<file path="config.mk">
export PLATFORM = sky130hd
export DESIGN_NAME = ad7606_cap_ctrl
export DESIGN_NICKNAME = d
export VERILOG_FILES = /design/src/rtl/ad7606_cap_ctrl.sv
export SDC_FILE = /design/constraint.sdc
export NUM_CORES = 1
export LEC_CHECK = 0
export CAP_MARGIN = 20
export CORE_MARGIN = 1.5
export CORE_UTILIZATION = 40
export DETAILED_ROUTE_END_ITERATION = 12
export SLEW_MARGIN = 40
export SYNTH_ARGS = -nofsm -noshare
export SYNTH_HDL_FRONTEND = slang
export SYNTH_SLANG_ARGS = --single-unit
export TNS_END_PERCENT = 20
</file>
<file path="constraint.sdc">
create_clock -name i_clk -period 3.7 [get_ports i_clk]
set_input_delay 1.11 -clock i_clk [delete_from_list [all_inputs] [get_ports i_clk]]
set_output_delay 1.11 -clock i_clk [all_outputs]
set_load 0.05 [all_outputs]
</file>
<file path="src/rtl/ad7606_cap_ctrl.sv">
// AD7606 capture controller: paces conversion triggers, tracks packet
// completion, and flags overrun and packet timeout conditions.
module ad7606_cap_ctrl #(
  parameter int unsigned P_TIMEOUT    = 4096,
  parameter int unsigned P_MIN_PERIOD = 64
) (
  input  logic        i_clk,
  input  logic        i_rst_n,
  input  logic        i_cfg_start,
  input  logic        i_cfg_stop,
  input  logic        i_cfg_single,
  input  logic [7:0]  i_cfg_chnl_num,
  input  logic [31:0] i_cfg_period,
  input  logic        i_ad_busy,
  input  logic        i_pkt_last,
  output logic        o_ad_start,
  output logic        o_cap_seek,
  output logic [7:0]  o_cap_chnnel_num,
  output logic        o_running,
  output logic        o_overrun,
  output logic        o_timeout,
  output logic [15:0] o_cap_cnt
);

  localparam int unsigned CH_W   = 8;
  localparam int unsigned PER_W  = 32;
  localparam int unsigned CNT_W  = 16;
  localparam int unsigned TO_W   = (P_TIMEOUT > 2) ? $clog2(P_TIMEOUT) : 1;
  localparam int unsigned CH_MAX = 8;

  typedef enum logic [1:0] {
    S_IDLE     = 2'd0,
    S_ARM      = 2'd1,
    S_TRIG     = 2'd2,
    S_WAIT_PKT = 2'd3
  } state_e;

  state_e             state_q, state_d;
  logic [PER_W-1:0]   period_lim_q, period_lim_d;
  logic [PER_W-1:0]   period_cnt_q, period_cnt_d;
  logic [TO_W-1:0]    to_cnt_q, to_cnt_d;
  logic               stop_pend_q, stop_pend_d;
  logic               single_q, single_d;
  logic               ad_start_q, ad_start_d;
  logic               cap_seek_q, cap_seek_d;
  logic [CH_W-1:0]    chnl_num_q, chnl_num_d;
  logic               running_q, running_d;
  logic               overrun_q, overrun_d;
  logic               timeout_q, timeout_d;
  logic [CNT_W-1:0]   cap_cnt_q, cap_cnt_d;

  logic [PER_W-1:0]   cfg_lim_c;
  logic [CH_W-1:0]    cfg_chnl_c;
  logic               expired_c;
  logic               stop_eff_c;
  logic               to_hit_c;

  // Clamp requested channel count into the 1..8 range the ADC supports.
  always_comb begin
    cfg_chnl_c = i_cfg_chnl_num;
    if (i_cfg_chnl_num == CH_W'(0)) begin
      cfg_chnl_c = CH_W'(1);
    end else if (i_cfg_chnl_num > CH_W'(CH_MAX)) begin
      cfg_chnl_c = CH_W'(CH_MAX);
    end
  end

  // Saturation point of the period counter: max(period, minimum) - 1.
  always_comb begin
    if (i_cfg_period > PER_W'(P_MIN_PERIOD)) begin
      cfg_lim_c = i_cfg_period - PER_W'(1);
    end else begin
      cfg_lim_c = PER_W'(P_MIN_PERIOD) - PER_W'(1);
    end
  end

  // Status decodes shared by the next-state logic.
  always_comb begin
    expired_c  = (period_cnt_q >= period_lim_q);
    stop_eff_c = stop_pend_q | i_cfg_stop;
    to_hit_c   = (to_cnt_q == TO_W'(P_TIMEOUT - 1));
  end

  // Next-state and registered-output logic.
  always_comb begin
    state_d      = state_q;
    period_lim_d = period_lim_q;
    period_cnt_d = expired_c ? period_lim_q : (period_cnt_q + PER_W'(1));
    to_cnt_d     = '0;
    stop_pend_d  = stop_pend_q;
    single_d     = single_q;
    ad_start_d   = 1'b0;
    cap_seek_d   = 1'b0;
    chnl_num_d   = chnl_num_q;
    overrun_d    = overrun_q;
    timeout_d    = 1'b0;
    cap_cnt_d    = cap_cnt_q;

    case (state_q)
      S_IDLE: begin
        stop_pend_d = 1'b0;
        if (i_cfg_start && !i_cfg_stop) begin
          state_d      = S_ARM;
          single_d     = i_cfg_single;
          chnl_num_d   = cfg_chnl_c;
          period_lim_d = cfg_lim_c;
          // Start with the period already elapsed so the first trigger is immediate.
          period_cnt_d = cfg_lim_c;
          overrun_d    = 1'b0;
          cap_cnt_d    = '0;
        end
      end

      S_ARM: begin
        if (i_cfg_stop) begin
          state_d = S_IDLE;
        end else if (expired_c && !i_ad_busy) begin
          state_d      = S_TRIG;
          ad_start_d   = 1'b1;
          cap_seek_d   = 1'b1;
          period_cnt_d = '0;
        end
      end

      S_TRIG: begin
        state_d  = S_WAIT_PKT;
        to_cnt_d = to_cnt_q + TO_W'(1);
        if (i_cfg_stop) begin
          stop_pend_d = 1'b1;
        end
      end

      S_WAIT_PKT: begin
        to_cnt_d    = to_cnt_q + TO_W'(1);
        stop_pend_d = stop_eff_c;
        if (expired_c) begin
          overrun_d = 1'b1;
        end
        if (i_pkt_last || to_hit_c) begin
          to_cnt_d = '0;
          state_d  = (single_q || stop_eff_c) ? S_IDLE : S_ARM;
          if (i_pkt_last) begin
            cap_cnt_d = cap_cnt_q + CNT_W'(1);
          end else begin
            timeout_d = 1'b1;
          end
        end
      end

      default: begin
        state_d = S_IDLE;
      end
    endcase

    running_d = (state_d != S_IDLE);
  end

  // State, counters and output registers.
  always_ff @(posedge i_clk or negedge i_rst_n) begin
    if (!i_rst_n) begin
      state_q      <= S_IDLE;
      period_lim_q <= '0;
      period_cnt_q <= '0;
      to_cnt_q     <= '0;
      stop_pend_q  <= 1'b0;
      single_q     <= 1'b0;
      ad_start_q   <= 1'b0;
      cap_seek_q   <= 1'b0;
      chnl_num_q   <= '0;
      running_q    <= 1'b0;
      overrun_q    <= 1'b0;
      timeout_q    <= 1'b0;
      cap_cnt_q    <= '0;
    end else begin
      state_q      <= state_d;
      period_lim_q <= period_lim_d;
      period_cnt_q <= period_cnt_d;
      to_cnt_q     <= to_cnt_d;
      stop_pend_q  <= stop_pend_d;
      single_q     <= single_d;
      ad_start_q   <= ad_start_d;
      cap_seek_q   <= cap_seek_d;
      chnl_num_q   <= chnl_num_d;
      running_q    <= running_d;
      overrun_q    <= overrun_d;
      timeout_q    <= timeout_d;
      cap_cnt_q    <= cap_cnt_d;
    end
  end

  assign o_ad_start       = ad_start_q;
  assign o_cap_seek       = cap_seek_q;
  assign o_cap_chnnel_num = chnl_num_q;
  assign o_running        = running_q;
  assign o_overrun        = overrun_q;
  assign o_timeout        = timeout_q;
  assign o_cap_cnt        = cap_cnt_q;

endmodule
</file>
## Word-level counts from Yosys, hierarchy flattened

Cells that the tools add are included.
Widths: inputs -> output; s select.

| word-level totals | value |
|---|---|
| bits in registers | 108 |
| logic and storage cells | 75 |

| cells by class | value |
|---|---|
| add/subtract/negate cells | 4 |
| magnitude comparators | 3 |
| eq/ne operators | 9 |
| multiplexer cells | 31 |
| bitwise logic cells | 1 |
| reduce and logical (&&, ||, !) cells | 15 |

Operator list:

| kind | number |
|---|---|
| $mux 32 | 5 |
| $pmux 32 s2 | 1 |
| $mux 16 | 3 |
| $add 32x1->32 const B | 1 |
| $ge 32x32->1 | 1 |
| $gt 32x7->1 const B | 1 |
| $pmux 16 s2 | 1 |
| $sub 32x1->32 const B | 1 |
| $pmux 12 s2 | 1 |
| $add 16x1->16 const B | 1 |
| $mux 8 | 2 |
| $add 12x1->12 const B | 1 |
| $eq 12x12->1 const B | 1 |
| $mux 12 | 1 |
| $mux 1 | 10 |
| $ne 2x2->1 const B | 5 |
| $gt 8x4->1 const B | 1 |
| $logic_not 8->1 | 1 |
| $mux 2 | 4 |
| $pmux 2 s4 | 1 |
| $eq 2x2->1 const B | 2 |
| $reduce_and 2->1 | 2 |
| $reduce_and 4->1 | 1 |
| $reduce_bool 2->1 | 2 |
| other kinds (10) | 13 |

## Depth between registers and ports, before layout

Gate-level depths: netlist (run 1).

| logic depth | value |
|---|---|
| depth after elaboration | 6 |
| depth in mapped cells | 11 |
| gate-level depth less buffers | 9 |

## Worst setup path after synthesis (run 1)

OpenSTA, ideal clock, no wires.

| timing | value |
|---|---|
| kind | input port to flip-flop |
| start point | in i_cfg_period[18] |
| end point | reg period_cnt_q[25] |
| setup time | 0.136 ns |
| arrival time | 2.927 ns |
| data required time | 3.564 ns |
| path slack | 0.637 ns |
| cell stages on the path | 6 |
| cells stage by stage | or4_4 or4_4 or3_4 nor4_4 xnor2_1 o22ai_2 |

| on the way | value |
|---|---|
| longest elaborated chain between the ends | 4 |
| elaborated cells on any way between the ends | 5 |

Ends and longest elaborated chain:

| element | RTL line | source |
|---|---|---|
| from (decl) | 13 | `input logic [31:0] i_cfg_period,` |
| $sub 32x1->32 / $gt 32x7->1 (equally long branches) | 71, 70 |  |
| $mux 32 * | 70 | `if (i_cfg_period > PER_W'(P_MIN_PERIOD)) begin` |
| $mux 32 * | 102 | `if (i_cfg_start && !i_cfg_stop) begin` |
| $pmux 32 s2 * | 99 | `case (state_q)` |
| named net period_cnt_d[25] | 40 | `logic [PER_W-1:0] period_cnt_q, period_cnt_d;` |
| to (signal assigned) | 177 | `period_cnt_q <= period_cnt_d;` |
| to (decl) | 40 |  |

Mark *: on every way through the listed nets, which the timed path passes. The rest lies on a longest branch.
A chain may end at the register's enable or synchronous reset.

## Worst setup path after layout (run 1)

Same ends and word-level chain as after synthesis.

==> impl_summary.txt, run 1 <==
----------------------------------------------------
[Outcome]
  Result of the run ... finished clean

[Global route]
  Vias in the first global route ... 5144
  Global-route congestion overflow total ... 0
  Global routing usage summed across all routing layers ... 18.99%
  First-pass GRT wire length ... 24880 um
  Antenna violations before repair ... 0
  Maximum number of pins on one net before global-route repair ... 45

[Clocking]
  Clock root cell ... sky130_fd_sc_hd__clkbuf_16
  H-tree levels ... 3
  Setup Buffers After CTS ... 0
  Number of buffers inserted for hold repair after clock tree synthesis ... 0
  Clock network latency to the later pin of the worst-skew pair ... 0.35 ns
  Total of cells resized after clock tree synthesis ... 0
  Total clock buffers created by CTS ... 9
  Clock tree buffer depth ... 2
  Clock-pin slew reported for the worst setup and hold paths after clock tree synthesis ... 0.07 ns
  TritonCTS clock tree ... yes
  Total number of clock tree sinks ... 108

[Worst setup path]
  Cell type of the slowest stage on the worst timing path ... sky130_fd_sc_hd__or4_4
  Critical Path, Cell by Cell ... clkdlybuf4s50_1 > or4_4 > or4_4 > or3_4 > nor4_4 > xnor2_1 > o22ai_2
  Longest individual stage delay on the worst path ... 0.57 ns
  Type of element capturing the critical path ... register
  Most Frequent Cell on Critical Path ... sky130_fd_sc_hd__or4_4
  CP arrival ... 3.49 ns
  Biggest fanout along the worst timing path ... 5
  Data required time of the critical path ... 3.91 ns
  WS Path Type ... in -> reg
  Startpoint type of the worst setup path ... primary input

[Layout]
  Most frequent standard cell in the layout excluding fill and tap cells ... sky130_fd_sc_hd__dfrtp_1
  Layout overhead on the synthesized area ... 22.52%
  Net count reported at finish ... 829
  Most used cells in the layout excluding fill and tap cells ... sky130_fd_sc_hd__dfrtp_1 (108), sky130_fd_sc_hd__clkdlybuf4s50_1 (74), sky130_fd_sc_hd__nand2_1 (63), sky130_fd_sc_hd__nor2_1 (60), sky130_fd_sc_hd__xnor2_1 (46)
  Antenna diode count ... 0
  Util after Layout ... 50.36%
  Share of layout cells above drive strength 1 ... 7.457%

[Yosys]
  Nets in the synthesized netlist ... 743
  Count of unique library cells instantiated by Yosys ... 48
  Post-synthesis instance area ... 6272 sq um
  Mean instance size in the synthesized netlist ... 9.503 sq um
  Total number of yosys warnings ... 0
  Main flop type after synthesis ... sky130_fd_sc_hd__dfrtp_1
  Portion of the post-synthesis area used by sequential elements ... 43.09%
  Synthesized instance count ... 660
  Share of flip-flops with an asynchronous set or reset after synthesis ... 100.0%
  Synthesis-stage register bit count ... 108
  EDFF count, synth ... 0

[Route]
  Number of vias per cell ... 5.273
  Wire length reported by the detailed router ... 14990 um
  Number of DRC markers in iteration 0 ... 293
  Wire per inst ... 15.58 um
  Total via count after detailed routing ... 5073
  Residual antenna-violating net count after detailed routing ... 0
  First-pass iteration count of the detailed router ... 4
  DRC Markers ... 0

[Timing]
  Clock tree skew after final layout ... 0.01050 ns
  RSZ-0062 raised after global routing ... no
  Worst rel slew slack ... 53.97%
  Final hold violations ... 0
  Final worst path period share ... 88.72%
  Slew at the pin closest to its max-slew limit ... 0.6852 ns
  Minimum period implied by the final worst setup slack ... 3.283 ns
  Accumulated negative setup slack ... 0 ns
  Final setup violation count ... 0
  Achievable frequency ... 304.6 MHz
  Fin. max-slew vios ... 0

[Die]
  Number of primary I/O pins ... 76
  Placeable core area ... 15260 sq um
  Std cell rows ... 45
  Y dimension of the die ... 128.2 um
  Die width ... 128.2 um
  Total die area ... 16440 sq um
  Initial core utilization ... 41.11%

[Pwr]
  Maximum VDD drop ... 588.4 uV
  Cell leakage power ... 3.344 nW
  Pwr per Cell Area ... 703.2 nW/um^2

[Flow run]
  Max-cap viol count ... 0

[Placed design]
  Total half-perimeter wirelength after legalization and detailed placement ... 11270 um
  Final GP Congestion ... 0.8156
  Number of I/O port buffers ... 75

[Min path]
  Kind of path behind the tightest hold check ... reg -> reg

----------------------------------------------------
-- registers in the layout, summed over array words and instances (netlist names) --
| signal | flops |
|---|---|
| o_running | 1 |
| o_cap_cnt | 16 |
| o_overrun | 1 |
| o_timeout | 1 |
| period_lim_q | 32 |
| o_cap_chnnel_num | 8 |
| stop_pend_q | 1 |
| single_q | 1 |
| period_cnt_q | 32 |
| state_q | 2 |
| o_cap_seek | 1 |
| to_cnt_q | 12 |
-- stage by stage --
step / instance area, sq um / instances / hold slack, ns / power (W) / setup slack [ns]
final: 7685 / 962 / 0.4930 / 0.005404 / 0.4172
after CTS: 7685 / 962 / 0.4987 / 0.005448 / 0.4246
after global routing: 7685 / 962 / 0.5075 / 0.005836 / 0.1604
after floorplan: 6272 / 660 / 0.4368 / 0.003763 / 0.6368
after detailed placement: 7400 / 946 / 0.4738 / 0.004487 / 0.05080
after global placement: 7387 / 944 / 0.4736 / 0.004387 / 0.1073
-- cell type report --
cell class / count / area [sq um]
flip-flops and latches: 108 / 2703
clock buffers: 11 / 242.7
multi-input cells: 492 / 3351
well taps: 211 / 264.0
inverters: 37 / 138.9
clock inverters: 5 / 42.54
fillers: 1440 / 7574
repair buffers: 98 / 943.4
-- worst paths after layout --
check                                                start                              end  slack (ns)  depth (start not counted)
setup / recovery                          i_cfg_period[18]       period_cnt_q[25]$_DFF_PN0_        0.42                          7
hold / removal             o_cap_chnnel_num[5]$_DFFE_PN0P_  o_cap_chnnel_num[5]$_DFFE_PN0P_        0.49                          1
setup reg to reg                period_cnt_q[30]$_DFF_PN0_        period_cnt_q[6]$_DFF_PN0_        0.54                          9
hold reg to reg            o_cap_chnnel_num[5]$_DFFE_PN0P_  o_cap_chnnel_num[5]$_DFFE_PN0P_        0.49                          1
max in group asynchronous                          i_rst_n       period_cnt_q[31]$_DFF_PN0_        2.18                          2
min in group asynchronous                          i_rst_n        o_cap_cnt[15]$_DFFE_PN0P_        0.76                          1
-- per-layer routing --
metal	part of all wire (%)	wire [um]	GRT usage, %
met5	0	0	0
met1	46	6932	24.67
met4	1.6	247	6.279
met2	49	7325	32.76
met3	3.2	480	2.504
-- cells by family after synthesis --
group	synth area share [%]
XOR/XNOR	11.31
flip-flops	43.09
buffers and inverters	3.890
AND/OR/NAND/NOR	19.43
multiplexers	5.127
AO/OA/AOI/OAI	9.974
adder cells (fa/ha/maj)	7.181
-- synth_stat cells (all sizes together) (3+ instances only) --
| cell type | count | share of area (%) |
|---|---|---|
| a21oi | 12 | 0.96 |
| buf | 9 | 0.84 |
| nand4 | 20 | 2.0 |
| o211ai | 3 | 0.36 |
| or2 | 3 | 0.30 |
| mux2i | 31 | 4.9 |
| and2 | 5 | 0.50 |
| clkbuf | 14 | 0.84 |
| xor2 | 35 | 4.9 |
| a22o | 3 | 0.42 |
| a211oi | 3 | 0.36 |
| nor2 | 60 | 3.6 |
| and3 | 14 | 1.4 |
| or3 | 4 | 0.48 |
| nand3 | 31 | 2.5 |
| or4 | 4 | 0.60 |
| nor3 | 16 | 1.7 |
| o22ai | 42 | 4.3 |
| nor4 | 6 | 0.84 |
| dfrtp | 108 | 43 |
| nand2b | 3 | 0.30 |
| and4 | 4 | 0.56 |
| xnor2 | 46 | 6.4 |
| inv | 37 | 2.2 |
| o21ai | 32 | 2.6 |
| nand2 | 63 | 3.8 |
| ha | 36 | 7.2 |
-- worst max-delay path, delay by kind of cell --
kind / cells / cell delay [ns]
and+or+nand+nor: 4 / 1.63
xor gates and xnor gates: 1 / 0.20
buffers and inverters: 1 / 0.45
AOI/OAI and AO/OA: 1 / 0.10
-- where the power goes --
part           internal, W  total (W)  switching (W)
Clock             0.000484   0.000936       0.000451
Sequential         0.00158    0.00193       0.000348
Combinational      0.00116    0.00254        0.00138
Note: power is estimated with default switching activity, not from simulation.
==> run 2, diff against run 1 <==
--- a/config.mk
+++ b/config.mk
@@ -6,6 +6,7 @@
 export NUM_CORES = 1
 export LEC_CHECK = 0
 export CAP_MARGIN = 20
+export CORE_ASPECT_RATIO = 1.4
 export CORE_MARGIN = 1.5
 export CORE_UTILIZATION = 40
 export DETAILED_ROUTE_END_ITERATION = 12
==> run 2 against run 1 <==
  * Fmax rose by 0.44%
  * Hold slack got worse by 0.026 ns
  * First-iteration DRC count decreased by 35%
  * Sequential cell count did not move
  * Non-clock buffer count shrank 3
  * Via count fell by 0.35%
  * Largest cell class unchanged
==> impl_summary.txt, run 2 (same netlist as run 1, synthesis figures left out) <==
----------------------------------------------------
[Route]
  Wire per inst ... 15.93 um
  Wire length reported by the detailed router ... 15040 um
  First-pass iteration count of the detailed router ... 4
  DRC Markers ... 0
  Number of vias per cell ... 5.355
  Residual antenna-violating net count after detailed routing ... 0
  Number of DRC markers in iteration 0 ... 191
  Total via count after detailed routing ... 5055

[Die]
  Y dimension of the die ... 151.2 um
  Placeable core area ... 15470 sq um
  Std cell rows ... 54
  Die width ... 108.8 um
  Total die area ... 16450 sq um
  Initial core utilization ... 40.54%
  Number of primary I/O pins ... 76

[Layout]
  Most frequent standard cell in the layout excluding fill and tap cells ... sky130_fd_sc_hd__dfrtp_1
  Most used cells in the layout excluding fill and tap cells ... sky130_fd_sc_hd__dfrtp_1 (108), sky130_fd_sc_hd__clkdlybuf4s50_1 (74), sky130_fd_sc_hd__nand2_1 (63), sky130_fd_sc_hd__nor2_1 (60), sky130_fd_sc_hd__xnor2_1 (46)
  Finished layout cell area ... 7684 sq um
  Util after Layout ... 49.66%
  Fin cells ... 944
  Share of layout cells above drive strength 1 ... 7.219%
  Layout overhead on the synthesized area ... 22.50%
  Net count reported at finish ... 826
  Antenna diode count ... 0
  Fill cells ... 1469

[Global route]
  Global-route congestion overflow total ... 0
  First-pass GRT wire length ... 24960 um
  Global routing usage summed across all routing layers ... 19.51%
  Maximum number of pins on one net before global-route repair ... 58
  Antenna violations before repair ... 0
  Vias in the first global route ... 5202

[Placed design]
  Final GP Congestion ... 0.8258
  Setup slack after placement ... 0.05836 ns
  # placed instances ... 928
  Total half-perimeter wirelength after legalization and detailed placement ... 11120 um
  Cell area after placement ... 7378 sq um
  Number of I/O port buffers ... 75

[Clocking]
  Clock-pin slew reported for the worst setup and hold paths after clock tree synthesis ... 0.07 ns
  Setup Buffers After CTS ... 0
  Clock tree buffer depth ... 2
  Clock network latency to the later pin of the worst-skew pair ... 0.36 ns
  TritonCTS clock tree ... yes
  Number of buffers inserted for hold repair after clock tree synthesis ... 0
  Clock root cell ... sky130_fd_sc_hd__clkbuf_16
  Total number of clock tree sinks ... 108
  H-tree levels ... 3
  Total of cells resized after clock tree synthesis ... 0
  Total clock buffers created by CTS ... 9

[Worst setup path]
  Reg-to-Reg End ... period_cnt_q[19]$_DFF_PN0_
  R2r setup slk ... 0.68 ns
  Type of element capturing the critical path ... register
  Count of cells along the worst register-to-register path ... 10
  Biggest fanout along the worst timing path ... 5
  Startpoint type of the worst setup path ... primary input
  Data required time of the critical path ... 3.93 ns
  CP arrival ... 3.49 ns
  R2R Path Start ... period_cnt_q[0]$_DFF_PN0_
  WS Path Type ... in -> reg

[Pwr]
  Maximum VDD drop ... 266.9 uV
  Combinational cell fraction of total power ... 46.5%
  Reg power frac ... 35.2%
  Switching portion of total power ... 40.09%
  Fraction of power consumed by the clock network ... 18.3%
  Pwr per Cell Area ... 714.0 nW/um^2
  Cell leakage power ... 3.342 nW
  Net switching component of the power ... 0.002199 W
  Internal cell power ... 0.003287 W

[Timing]
  Minimum period implied by the final worst setup slack ... 3.268 ns
  RSZ-0062 raised after global routing ... no
  Slew at the pin closest to its max-slew limit ... 0.8741 ns
  Achievable frequency ... 306.0 MHz
  Final worst path period share ... 88.33%
  Accumulated negative setup slack ... 0 ns
  Fin. max-slew vios ... 0
  Final setup violation count ... 0
  Final hold violations ... 0
  Post-layout worst setup margin ... 0.4317 ns
  Worst rel slew slack ... 41.28%
  Clock tree skew after final layout ... 0.01030 ns

[Min path]
  Kind of path behind the tightest hold check ... reg -> reg
  Worst min-delay path startpoint ... single_q$_DFFE_PN0P_
  Endpoint, Worst Hold ... single_q$_DFFE_PN0P_
  Cell depth of the worst hold path ... 2

[Flow run]
  Max-cap viol count ... 0

[Outcome]
  Result of the run ... finished clean

----------------------------------------------------
[run 2: worst max-delay path: stages]
cell and delay [ns]:
sky130_fd_sc_hd__clkdlybuf4s50_1 0.43, sky130_fd_sc_hd__or4_4 0.57, sky130_fd_sc_hd__or4_4 0.46, sky130_fd_sc_hd__or3_4 0.46
sky130_fd_sc_hd__nor4_4 0.16, sky130_fd_sc_hd__xnor2_1 0.19, sky130_fd_sc_hd__o22ai_2 0.10
[run 2: layer usage]
layer,vias up,share of wire (%),GRT usage [%]
met1,2467,43,23.61
li1,2491,-,-
met2,83,52,35.41
met5,-,0,0
met3,14,2.8,2.582
met4,0,1.5,6.250
[run 2: metrics by stage]
stage | power [W] | hold slack (ns)
final | 0.005486 | 0.4670
after global routing | 0.005907 | 0.5004
after CTS | 0.005526 | 0.4734
after detailed placement | 0.004505 | 0.4551
after global placement | 0.004427 | 0.4556
after floorplan | 0.003763 | 0.4368
[run 2: power by group through the flow]
stage | Sequential (W) | Clock (W) | Combinational [W]
floorplan | 0.00191 | 0 | 0.00185
global placement | 0.00193 | 0 | 0.00250
detailed placement | 0.00195 | 0 | 0.00256
CTS | 0.00193 | 0.00102 | 0.00258
global route | 0.00199 | 0.00106 | 0.00285
finish | 0.00193 | 0.00100 | 0.00255
[run 2: area by class of cell]
cell class	count	area, sq um	area share (%)
clock inverter	7	80.08	1.042
tap	196	245.2	3.192
multi-input combinational	492	3358	43.71
sequential	108	2703	35.17
timing repair buffer	95	933.4	12.15
inverter	37	138.9	1.808
clock buffer	9	225.2	2.931
[run 2: worst max path at each step]
| stage | start | to | depth (start not counted) |
|---|---|---|---|
| floorplan | i_cfg_period[18] | period_cnt_q[25]$_DFF_PN0_ | 6 |
| global placement | i_cfg_period[18] | period_cnt_q[25]$_DFF_PN0_ | 7 |
| detailed placement | i_cfg_period[18] | period_lim_q[25]$_DFFE_PN0P_ | 7 |
| CTS | i_cfg_period[18] | period_lim_q[31]$_DFFE_PN0P_ | 6 |
| global route | i_cfg_period[18] | period_lim_q[31]$_DFFE_PN0P_ | 6 |
| finish | i_cfg_period[18] | period_cnt_q[25]$_DFF_PN0_ | 7 |
==> run 3, diff against run 2 <==
==> constraint.sdc (replaced) <==
create_clock -name i_clk -period 2.75 [get_ports i_clk]
set_input_delay 0.825 -clock i_clk [delete_from_list [all_inputs] [get_ports i_clk]]
set_output_delay 0.825 -clock i_clk [all_outputs]
set_load 0.05 [all_outputs]
==> run 3 against run 2 <==
  * Final cell count up 6.5%
  * Critical path depth grew 3
  * Total power rose by 49%
  * Setup slack lost 0.39 ns
  * Die area stayed put
  * Non-clock buffer count increased by 61
  * Largest cell class unchanged
  * Highest routed layer unchanged
==> impl_summary.txt, run 3 (same netlist as run 1, synthesis figures left out) <==
----------------------------------------------------
[Worst setup path]
  Launching element of the worst setup path ... period_lim_q[6]$_DFFE_PN0P_
  Biggest fanout along the worst timing path ... 8
  Longest individual stage delay on the worst path ... 0.46 ns
  Type of element capturing the critical path ... register
  Capture point of the worst path ... period_cnt_q[23]$_DFF_PN0_
  R2R Path Start ... period_lim_q[6]$_DFFE_PN0P_
  Cell type of the slowest stage on the worst timing path ... sky130_fd_sc_hd__a311o_1
  Data required time of the critical path ... 2.98 ns
  WS Path Type ... reg -> reg
  CP arrival ... 2.94 ns
  Critical Path, Cell by Cell ... inv_2 > ha_4 > and3_1 > a221oi_2 > o21ai_1 > a311o_1 > a31oi_4 > buf_4 > mux2i_1 > o22ai_2
  R2r setup slk ... 0.04 ns
  Reg-to-Reg End ... period_cnt_q[23]$_DFF_PN0_
  Startpoint type of the worst setup path ... register
  Count of cells along the worst register-to-register path ... 10

[Flow run]
  Max-cap viol count ... 0

[Route]
  Number of DRC markers in iteration 0 ... 230
  Residual antenna-violating net count after detailed routing ... 0
  First-pass iteration count of the detailed router ... 4
  Wire per inst ... 15.69 um
  Number of vias per cell ... 5.343
  Total via count after detailed routing ... 5370
  Wire length reported by the detailed router ... 15770 um
  DRC Markers ... 0

[Die]
  Initial core utilization ... 40.54%
  Placeable core area ... 15470 sq um
  Y dimension of the die ... 151.2 um
  Number of primary I/O pins ... 76
  Die width ... 108.8 um
  Std cell rows ... 54
  Total die area ... 16450 sq um

[Min path]
  Kind of path behind the tightest hold check ... in -> async

[Clocking]
  Clock-pin slew reported for the worst setup and hold paths after clock tree synthesis ... 0.07 ns
  Total number of clock tree sinks ... 108
  Clock network latency to the later pin of the worst-skew pair ... 0.35 ns
  Clock tree buffer depth ... 2
  Total clock buffers created by CTS ... 9
  Clock root cell ... sky130_fd_sc_hd__clkbuf_16
  TritonCTS clock tree ... yes
  H-tree levels ... 3

[Global route]
  Global-route congestion overflow total ... 0
  Maximum number of pins on one net before global-route repair ... 73
  Antenna violations before repair ... 0
  Vias in the first global route ... 5417
  Global routing usage summed across all routing layers ... 19.95%
  First-pass GRT wire length ... 25720 um

[Pwr]
  Fraction of power consumed by the clock network ... 16.5%
  Combinational cell fraction of total power ... 51.7%
  Net switching component of the power ... 0.003141 W
  Reg power frac ... 31.8%
  Cell leakage power ... 3.687 nW
  Internal cell power ... 0.005007 W
  Switching portion of total power ... 38.55%
  Pwr per Cell Area ... 984.0 nW/um^2
  Maximum VDD drop ... 488.1 uV

[Layout]
  Most frequent standard cell in the layout excluding fill and tap cells ... sky130_fd_sc_hd__dfrtp_1
  Share of layout cells above drive strength 1 ... 16.32%
  Antenna diode count ... 0
  Fill cells ... 1395
  Util after Layout ... 53.52%
  Net count reported at finish ... 887
  Layout overhead on the synthesized area ... 32.02%
  Most used cells in the layout excluding fill and tap cells ... sky130_fd_sc_hd__dfrtp_1 (108), sky130_fd_sc_hd__buf_4 (73), sky130_fd_sc_hd__clkdlybuf4s50_1 (70), sky130_fd_sc_hd__nand2_1 (62), sky130_fd_sc_hd__nor2_1 (60)
  Finished layout cell area ... 8280 sq um

[Placed design]
  Setup slack after placement ... -0.5124 ns
  Final GP Congestion ... 0.8168
  Total half-perimeter wirelength after legalization and detailed placement ... 11530 um
  Number of I/O port buffers ... 75
  Cell area after placement ... 7821 sq um

[Timing]
  RSZ-0062 raised after global routing ... yes
  Post-layout worst setup margin ... 0.03960 ns
  Accumulated negative setup slack ... 0 ns
  Slew at the pin closest to its max-slew limit ... 0.5174 ns
  Fin. max-slew vios ... 0
  Final hold slack ... 0.2543 ns
  Final hold violations ... 0
  Minimum period implied by the final worst setup slack ... 2.710 ns
  Clock tree skew after final layout ... 0.008216 ns
  Final setup violation count ... 0
  Worst rel slew slack ... 65.40%
  Achievable frequency ... 368.9 MHz
  Final worst path period share ... 98.56%

[Outcome]
  Result of the run ... finished clean

----------------------------------------------------
-- run 3: per-layer routing --
metal	vias up	global-route usage [%]	routed length [um]
li1	2613	-	-
met1	2621	23.84	6506
met2	110	35.97	8399
met3	26	3.098	570
met4	0	6.908	290
met5	-	0	0
-- run 3: worst min-delay path by stage --
stage / start / to / slack, ns / cells after the start
after detailed placement: single_q$_DFFE_PN0P_ / single_q$_DFFE_PN0P_ / 0.46 / 2
after global placement: single_q$_DFFE_PN0P_ / single_q$_DFFE_PN0P_ / 0.46 / 2
final: i_rst_n / o_cap_cnt[8]$_DFFE_PN0P_ / 0.25 / 1
after CTS: i_rst_n / o_cap_cnt[8]$_DFFE_PN0P_ / 0.24 / 1
after floorplan: single_q$_DFFE_PN0P_ / single_q$_DFFE_PN0P_ / 0.44 / 2
after global routing: i_rst_n / o_cap_cnt[8]$_DFFE_PN0P_ / 0.24 / 1
-- run 3: layout make-up --
class | count | area, sq um | area share [%]
multi-input combinational | 492 | 3432 | 41.45
inverter | 37 | 138.9 | 1.677
clock inverter | 6 | 68.82 | 0.8311
sequential | 108 | 2703 | 32.64
tap | 196 | 245.2 | 2.962
clock buffer | 10 | 239.0 | 2.886
timing repair buffer | 156 | 1454 | 17.56
-- run 3: power groups by stage --
stage | Combinational (W) | Clock, W | Sequential, W
after floorplan | 0.00249 | 0 | 0.00257
after global placement | 0.00372 | 0 | 0.00258
after detailed placement | 0.00381 | 0 | 0.00260
after CTS | 0.00383 | 0.00138 | 0.00258
after global routing | 0.00465 | 0.00144 | 0.00267
final | 0.00421 | 0.00134 | 0.00259
-- run 3: timing repair --
item / in CTS / in global routing
setup buffers: 1 / 6
resized for setup: 12 / 27
hold buffers: 0 / 0
pin swaps: 7 / 12
cloned: 0 / 1
setup endpoints to repair: 30 / 43
-- run 3: critical path, delay by kind of cell, from the launching register on --
family | cells | cell delay [ns]
buffers and inverters | 2 | 0.35
AND/OR/NAND/NOR | 1 | 0.20
flip-flops | 1 | 0.40
multiplexers | 1 | 0.25
AO/OA/AOI/OAI | 5 | 1.18
adder cells (fa/ha/maj) | 1 | 0.21
-- run 3: metrics by stage --
stage | power (W) | cells
6_report | 0.008148 | 1005
4_1_cts | 0.007789 | 998
3_5_place_dp | 0.006413 | 981
3_3_place_gp | 0.006297 | 981
5_1_grt | 0.008751 | 1005
2_1_floorplan | 0.005063 | 660
